==> src/rtl/btn_event_ctrl.sv <==
// Push-button front end: per-button 2-flop sync, counter debounce and press-edge detect,
// one pending event per button, round-robin arbitration onto a single valid/ack event port.
// Optional auto-repeat while a button is held: define BTN_AUTOREPEAT_EN.
module btn_event_ctrl #(
    parameter int N_BTN         = 4,
    parameter int DB_CYCLES     = 16,
    parameter int IDW           = $clog2(N_BTN),
    parameter int REPEAT_CYCLES = 1000000
) (
    input  logic             clk,
    input  logic             rst,
    input  logic [N_BTN-1:0] btn_in,
    output logic             evt_valid,
    output logic [IDW-1:0]   evt_id,
    input  logic             evt_ack,
    output logic [N_BTN-1:0] pending,
    output logic             ovf,
    input  logic             ovf_clr
);

    localparam int CW = $clog2(DB_CYCLES);
    localparam logic [CW-1:0] DB_LAST = CW'(DB_CYCLES - 1);

    if (N_BTN < 2 || N_BTN > 16) begin : g_bad_n_btn
        $error("btn_event_ctrl: N_BTN must be in 2..16");
    end
    if (DB_CYCLES < 2) begin : g_bad_db_cycles
        $error("btn_event_ctrl: DB_CYCLES must be >= 2");
    end
    if (REPEAT_CYCLES < 1) begin : g_bad_repeat_cycles
        $error("btn_event_ctrl: REPEAT_CYCLES must be >= 1");
    end

    typedef enum logic {
        IDLE  = 1'b0,
        OFFER = 1'b1
    } state_t;

    logic [N_BTN-1:0] sync1_q, sync1_d;
    logic [N_BTN-1:0] sync2_q, sync2_d;
    logic [N_BTN-1:0] st_q, st_d;
    logic [N_BTN-1:0] st_prev_q, st_prev_d;
    logic [CW-1:0]    db_cnt_q [N_BTN];
    logic [CW-1:0]    db_cnt_d [N_BTN];
    logic [N_BTN-1:0] pending_q, pending_d;
    logic             ovf_q, ovf_d;
    state_t           state_q, state_d;
    logic             evt_valid_q, evt_valid_d;
    logic [IDW-1:0]   evt_id_q, evt_id_d;
    logic [IDW-1:0]   last_grant_q, last_grant_d;

    logic [N_BTN-1:0] edge_rise;
    logic [N_BTN-1:0] rise;
    logic [N_BTN-1:0] ack_clr;
    logic             grant_found;
    logic [IDW-1:0]   grant_idx;

    // Synchroniser and debounce: a new level is accepted only after DB_CYCLES
    // consecutive cycles of disagreement; any agreeing cycle restarts the count.
    always_comb begin
        sync1_d   = btn_in;
        sync2_d   = sync1_q;
        st_d      = st_q;
        st_prev_d = st_q;
        for (int i = 0; i < N_BTN; i++) begin
            db_cnt_d[i] = '0;
            if (sync2_q[i] != st_q[i]) begin
                if (db_cnt_q[i] == DB_LAST) begin
                    st_d[i] = sync2_q[i];
                end else begin
                    db_cnt_d[i] = db_cnt_q[i] + CW'(1);
                end
            end
        end
    end

    assign edge_rise = st_q & ~st_prev_q;

`ifdef BTN_AUTOREPEAT_EN
    localparam int HW = $clog2(REPEAT_CYCLES + 1);
    localparam logic [HW-1:0] REP_LAST = HW'(REPEAT_CYCLES);

    logic [HW-1:0]    hold_q [N_BTN];
    logic [HW-1:0]    hold_d [N_BTN];
    logic [N_BTN-1:0] rep_pulse;

    always_comb begin
        for (int i = 0; i < N_BTN; i++) begin
            rep_pulse[i] = st_q[i] && (hold_q[i] == REP_LAST);
            if (!st_q[i] || edge_rise[i] || rep_pulse[i]) begin
                hold_d[i] = '0;
            end else begin
                hold_d[i] = hold_q[i] + HW'(1);
            end
        end
    end

    always_ff @(posedge clk) begin
        for (int i = 0; i < N_BTN; i++) begin
            hold_q[i] <= rst ? '0 : hold_d[i];
        end
    end

    assign rise = edge_rise | rep_pulse;
`else
    assign rise = edge_rise;
`endif

    // Pending flags: a rise always wins over a same-cycle ack clear.
    always_comb begin
        ack_clr = '0;
        if (state_q == OFFER && evt_ack) begin
            ack_clr[evt_id_q] = 1'b1;
        end
        pending_d = (pending_q & ~ack_clr) | rise;
        if (|(rise & pending_q & ~ack_clr)) begin
            ovf_d = 1'b1;
        end else if (ovf_clr) begin
            ovf_d = 1'b0;
        end else begin
            ovf_d = ovf_q;
        end
    end

    // Round-robin pick: first pending button after the last one granted, with wrap.
    always_comb begin
        grant_found = 1'b0;
        grant_idx   = '0;
        for (int k = 1; k <= N_BTN; k++) begin
            if (!grant_found && pending_q[(int'(last_grant_q) + k) % N_BTN]) begin
                grant_found = 1'b1;
                grant_idx   = IDW'((int'(last_grant_q) + k) % N_BTN);
            end
        end
    end

    always_comb begin
        state_d      = state_q;
        evt_valid_d  = evt_valid_q;
        evt_id_d     = evt_id_q;
        last_grant_d = last_grant_q;
        case (state_q)
            IDLE: begin
                if (grant_found) begin
                    evt_id_d    = grant_idx;
                    evt_valid_d = 1'b1;
                    state_d     = OFFER;
                end
            end
            OFFER: begin
                if (evt_ack) begin
                    evt_valid_d  = 1'b0;
                    last_grant_d = evt_id_q;
                    state_d      = IDLE;
                end
            end
            default: begin
                state_d     = IDLE;
                evt_valid_d = 1'b0;
            end
        endcase
    end

    always_ff @(posedge clk) begin
        if (rst) begin
            sync1_q      <= '0;
            sync2_q      <= '0;
            st_q         <= '0;
            st_prev_q    <= '0;
            pending_q    <= '0;
            ovf_q        <= 1'b0;
            state_q      <= IDLE;
            evt_valid_q  <= 1'b0;
            evt_id_q     <= '0;
            last_grant_q <= IDW'(N_BTN - 1);
            for (int i = 0; i < N_BTN; i++) begin
                db_cnt_q[i] <= '0;
            end
        end else begin
            sync1_q      <= sync1_d;
            sync2_q      <= sync2_d;
            st_q         <= st_d;
            st_prev_q    <= st_prev_d;
            pending_q    <= pending_d;
            ovf_q        <= ovf_d;
            state_q      <= state_d;
            evt_valid_q  <= evt_valid_d;
            evt_id_q     <= evt_id_d;
            last_grant_q <= last_grant_d;
            for (int i = 0; i < N_BTN; i++) begin
                db_cnt_q[i] <= db_cnt_d[i];
            end
        end
    end

    assign evt_valid = evt_valid_q;
    assign evt_id    = evt_id_q;
    assign pending   = pending_q;
    assign ovf       = ovf_q;

endmodule
==> config.mk <==
export PLATFORM = sky130hd
export DESIGN_NAME = btn_event_ctrl
export DESIGN_NICKNAME = d
export VERILOG_FILES = /design/src/rtl/btn_event_ctrl.sv
export SDC_FILE = /design/constraint.sdc
export NUM_CORES = 1
export LEC_CHECK = 0
export BUFFER_PORTS_ARGS = -buffer_cell sky130_fd_sc_hd__buf_4
export CAP_MARGIN = 10
export CORE_UTILIZATION = 43
export DETAILED_ROUTE_END_ITERATION = 10
export PLACE_DENSITY = 0.6
export SLEW_MARGIN = 20
export SYNTH_ARGS = -nofsm -noshare
export SYNTH_HDL_FRONTEND = slang
export SYNTH_SLANG_ARGS = --single-unit
export TNS_END_PERCENT = 30
==> constraint.sdc <==
create_clock -name clk -period 1.4 [get_ports clk]
set_input_delay 0.14 -clock clk [delete_from_list [all_inputs] [get_ports clk]]
set_output_delay 0.14 -clock clk [all_outputs]
set_load 0.05 [all_outputs]
; Word-level counts from Yosys, hierarchy flattened
; Memory sizes are Yosys's and may differ from the RTL's.
; Cells that the tools add are included.
[totals]
word_cells = 121
n_memories = 1
output_inout_bits = 8
mem_bits_rw = 16
reg_bits = 27
input_bits = 8
[memory_table]
columns = name, depth, width, rd, rd_ports_with_merged_regs, wr, line
row1 = db_cnt_q, 4, 4, 4, 0, 4, 43  ; logic [CW-1:0] db_cnt_q [N_BTN];
[op_classes]
order_cmp = 6
muxes = 46
reduce_logical = 21
bitwise = 16
eq_ne = 10
n_addsub = 8
[op_table]
columns = operator, count
row1 = 2-to-1 mux 4 bit, 13
row2 = 2-to-1 mux 1 bit, 22
row3 = "adder 4 x 1 -> 4 bit, second input constant", 4
row4 = AND 4 bit, 4
row5 = "== test 4 bit, second input constant", 4
row6 = "less-than comparator 3 x 4 -> 1 bit, second input constant", 4
row7 = AND reduction 2 bit, 7
row8 = binary-select mux 1 bit (select 2 bit), 4
row9 = 2-to-1 mux 2 bit, 4
row10 = inverter 4 bit, 2
row11 = OR reduction 2 bit, 4
row12 = logical AND 1 bit, 5
row13 = "adder 2 x 1 -> 2 bit, second input constant", 2
row14 = "adder 2 bit, second input constant", 2
row15 = "AND 1 bit, first input constant", 4
row16 = inequality test 1 bit, 4
row17 = "inequality test 2 bit, second input constant", 2
row18 = OR 1 bit, 4
row19 = OR 4 bit, 1
row20 = one-hot mux 1 bit (2 select lines), 2
row21 = OR reduction 4 bit, 1
row22 = zero test 1 bit, 3
row23 = "less-than comparator 2 x 3 -> 1 bit, second input constant", 1
row24 = demux 1 bit (select 2 bit), 1
row25 = 3 further kinds, 3

; Logic depth before layout (Yosys ltp)
[logic_depth]
ltp_word = 18
mapped_depth = 5
mapped_depth_nobuf = 4

; Least setup slack after synthesis
; Ideal clock, no wire load.
[synth_timing]
kind = register to register
start = reg pending_q[3], in the netlist pending[3]
end = reg evt_id_q[1], in the netlist evt_id[1]
setup_slack_ns = -0.209
n_path_buf = 1
setup_time_ns = 0.091
required_time_ns = 1.309
period_less_slack_ns = 1.609
arrival_time_ns = 1.518
stages_incl_launch_ff = 6
path_cell_list = dfxtp_1 buf_6 nand2b_1 a21oi_1 or3_1 a311oi_1
[synth_via]
elab_chain_len = 14
elab_cells_between_ends = 27
cone_classes = mux (20) / reduce/logical (7)
[synth_lines]
columns = element, line
row1 = "start, declared", 45  ; logic [N_BTN-1:0] pending_q, pending_d;
row2 = "start signal, assigned", 184  ; pending_q <= pending_d;
row3 = binary-select mux 1 bit (select 2 bit), 130  ; if (!grant_found && pending_q[(int'(last_grant_q) + k) % N_BTN]) begin
row4 = 2-to-1 mux 1 bit (implied by the code) (2 in series), 130
row5 = 2-to-1 mux 1 bit, 130
row6 = zero test 1 bit, 130
row7 = logical AND 1 bit, 130
row8 = 2-to-1 mux 1 bit, 130
row9 = zero test 1 bit, 130
row10 = logical AND 1 bit, 130
row11 = 2-to-1 mux 1 bit, 130
row12 = zero test 1 bit, 130
row13 = logical AND 1 bit, 130
row14 = 2-to-1 mux 1 bit, 130
row15 = AND reduction 2 bit (no source line), n/a
row16 = "end signal, assigned", 188  ; evt_id_q <= evt_id_d;
row17 = "end, declared", 49  ; logic [IDW-1:0] evt_id_q, evt_id_d;
; Several ways; a longest one is shown, not always the timed one. The select of a mux whose other input is x is not followed.
; A chain may end at the register's enable or synchronous reset.

==> metrics.csv <==
stage,metric,value,unit
die,Die Y,64.5,um
cells_and_area,synth-to-layout area growth,16.3,%
logic_synthesis,largest cells by area after synthesis,"dfxtp_1 (51%), nor2_1 (6.3%), nor2b_1 (6.0%)",
grt,vias in the first global route,1171,
die,# rows,22,
power,Total Power,2.20,mW
cells_and_area,final core area utilization,0.529,
logic_synthesis,"area leader, netlist",dfxtp_1,
sta,setup ws final,68.6,ps
sta,Setup TNS,0,ps
logic_synthesis,"EDFF count, synth",0,
logic_synthesis,Synth Flop Type,dfxtp_1,
run,max-cap check violation count,0,
sta,Least-Margin Pin Slew,317,ps
logic_synthesis,Async SR Flop Fraction,0,
status,status,"finished, final reports clean",
sta,final hold violation count,0,
cells_and_area,fill cell count,355,
routing,WL final,2.71,mm
logic_synthesis,cell count after synthesis,175,
routing,initial drt markers,33,
cts,clock root buffer,clkbuf_8,
critical_path,crit end category,register,
power,PD cells,1130,nW/um^2
cts,Clock Path Buffers,2,
sta,Fmax,751,MHz
sta,RSZ-0062 raised after global routing,no,
sta,Slew Limit Headroom,0.789,
die,die area,4160,sq um
worst_hold_path,worst hold-check path type,in -> reg,
critical_path,crit-path max FO,4,
sta,Period minus WS final,1330,ps
routing,drt first pass iters,4,
logic_synthesis,Synth Warn #,0,
critical_path,Startpoint Class,register,
grt,first-pass GRT wire length,4.69,mm
sta,Hold Worst Slack,60.1,ps
routing,vias per std cell,4.98,
power,Max VDD drop,0.638,mV
logic_synthesis,synthesized area,1680,sq um
critical_path,CP cell instances,ha_1 -> and3_1 -> or3_4 -> nor2_1,
critical_path,CP arrival,1560,ps
cells_and_area,Ant. Diodes,0,
cts,Num CTS Buffers,5,
critical_path,"Slowest-stage cell, CP",or3_4,
power,P_leak,0.761,nW
routing,DR WL/cell,11.2,um
cts,worst skew pair latency,290,ps
cells_and_area,final net count,207,
grt,initial antenna violation count,0,
routing,drc violations,0,
cts,CTS tree,done,
logic_synthesis,post-synthesis sequential area ratio,0.513,
die,num ports,16,
critical_path,CP required,1630,ps
logic_synthesis,Synth Register Bits,43,
routing,"antenna viol nets, final",0,
sta,Slew Limit Fails,0,
critical_path,CP peak stage delay,390,ps
placed_design,"worst slack, placed",59.9,ps
placed_design,port buffer count,15,
placed_design,RePlAce Congestion,0.767,
cts,CTS H-tree depth,2,
logic_synthesis,syn nets,187,
cts,hold buffer count at cts,0,
grt,pin count of the biggest net entering global routing,32,
sta,Fin Clk Skew,2.92,ps
die,Core ar.,3690,sq um
logic_synthesis,Yosys top cell area share,0.513,
cells_and_area,share of layout cells above drive strength 1,0.159,
critical_path,Reg2Reg Setup Slack,70,ps
cts,clk slew on worst S/H paths,70,ps
die,die width,64.5,um
placed_design,DP Wirelength,1.91,mm
logic_synthesis,mean area per synthesized cell,9.59,sq um
die,starting density of the core,0.455,
grt,GRT Overall Usage,0.147,
routing,via count,1209,
sta,final setup fails,0,
grt,GR Overflow Total,0,
logic_synthesis,Synth cell types,31,
critical_path,critical path type,reg -> reg,
sta,Final period util,0.951,
cts,clk sinks,43,
[cell type report]
class	count	area, sq um	share of cell area
clock buffers	6	72.6	0.0372
repair buffers	18	135	0.0693
inverters	5	18.8	0.00962
flip-flops and latches	43	867	0.445
well taps	48	60.1	0.0308
clock inverters	1	30.0	0.0154
multi-input cells	122	767	0.393
[metal layers]
layer / vias up / GRT usage / part of all wire
met1: 567 / 0.155 / 0.46
met3: 4 / 0.0475 / 0.038
met2: 16 / 0.264 / 0.49
met5: - / 0 / 0
met4: 0 / 0.0667 / 0.015
li1: 622 / - / -
[Yosys cell counts (2+ instances only)]
cell and instances:
nor2_1 28, clkbuf_1 2, nand2_1 5, buf_6 3, xnor2_1 7, ha_1 4
a311oi_1 2, nand2b_1 10, a211oi_1 3, or3_1 5, xor2_1 5, mux2i_1 4
nor2b_1 16, dfxtp_1 43, a21oi_1 9, and3_1 4, nand3_1 7, inv_1 5
[where the power goes]
part / total, mW / switching (mW) / internal (mW)
registers: 1.24 / 0.00687 / 1.23
logic: 0.0519 / 0.0255 / 0.0264
clock network: 0.903 / 0.380 / 0.522
[kinds of logic (layout without fill, tap and decap cells)]
group | after synthesis | count (layout) | synth area share
mux | 4 | 4 | 0.0239
flops | 43 | 43 | 0.513
xor+xnor | 12 | 12 | 0.0626
simple gates | 81 | 81 | 0.254
fa+ha+maj | 4 | 4 | 0.0298
buf+inv | 10 | 30 | 0.0358
compound gates | 21 | 21 | 0.0805
[stage by stage]
stage	instance area, sq um	std cells
after floorplan	1680	175
after global placement	1840	236
after detailed placement	1840	236
after CTS	1940	243
after global routing	1950	243
final	1950	243
[registers in the layout, summed over array words and instances (netlist names)]
register / count
sync2_q: 4
st_prev_q: 4
db_cnt_q: 16
state_q: 1
last_grant_q: 2
pending: 4
evt_valid: 1
evt_id: 2
sync1_q: 4
st_prev_d: 4
ovf: 1
[worst max-delay path, delay by kind of cell (launching register included)]
kind	cells	cell delay, ps
adders and majority gates	1	230
DFF	1	340
and+or+nand+nor	3	710
[layout by cell type, fill, tap and decap left out, types with 2 or more instances in the layout]
cell / Yosys / routed
a211oi_1: 3 / 3
a21oi_1: 9 / 9
a311oi_1: 2 / 2
and3_1: 4 / 4
buf_4: 0 / 18
clkbuf_8: 0 / 5
dfxtp_1: 43 / 40
dfxtp_2: 0 / 2
ha_1: 4 / 4
inv_1: 5 / 5
mux2i_1: 4 / 4
nand2_1: 5 / 5
nand2b_1: 10 / 10
nand3_1: 7 / 7
nor2_1: 28 / 28
nor2b_1: 16 / 16
or3_1: 5 / 3
or3_4: 0 / 2
xnor2_1: 7 / 7
xor2_1: 5 / 5
[repair_timing]
item	4_1_cts	5_1_grt
hold endpoints to repair	0	0
resized for setup	0	3
setup endpoints to repair	0	5
buffers inserted	0	0
[final timing paths]
check,startpoint,end,cells past startpoint
max,db_cnt_q[0][0],db_cnt_q[0][3],4
min,btn_in[0],sync1_q[0],2
max reg2reg,db_cnt_q[0][0],db_cnt_q[0][3],4
min reg2reg,sync1_q[3],sync2_q[3],1
Power figures use the tool's default switching activity.
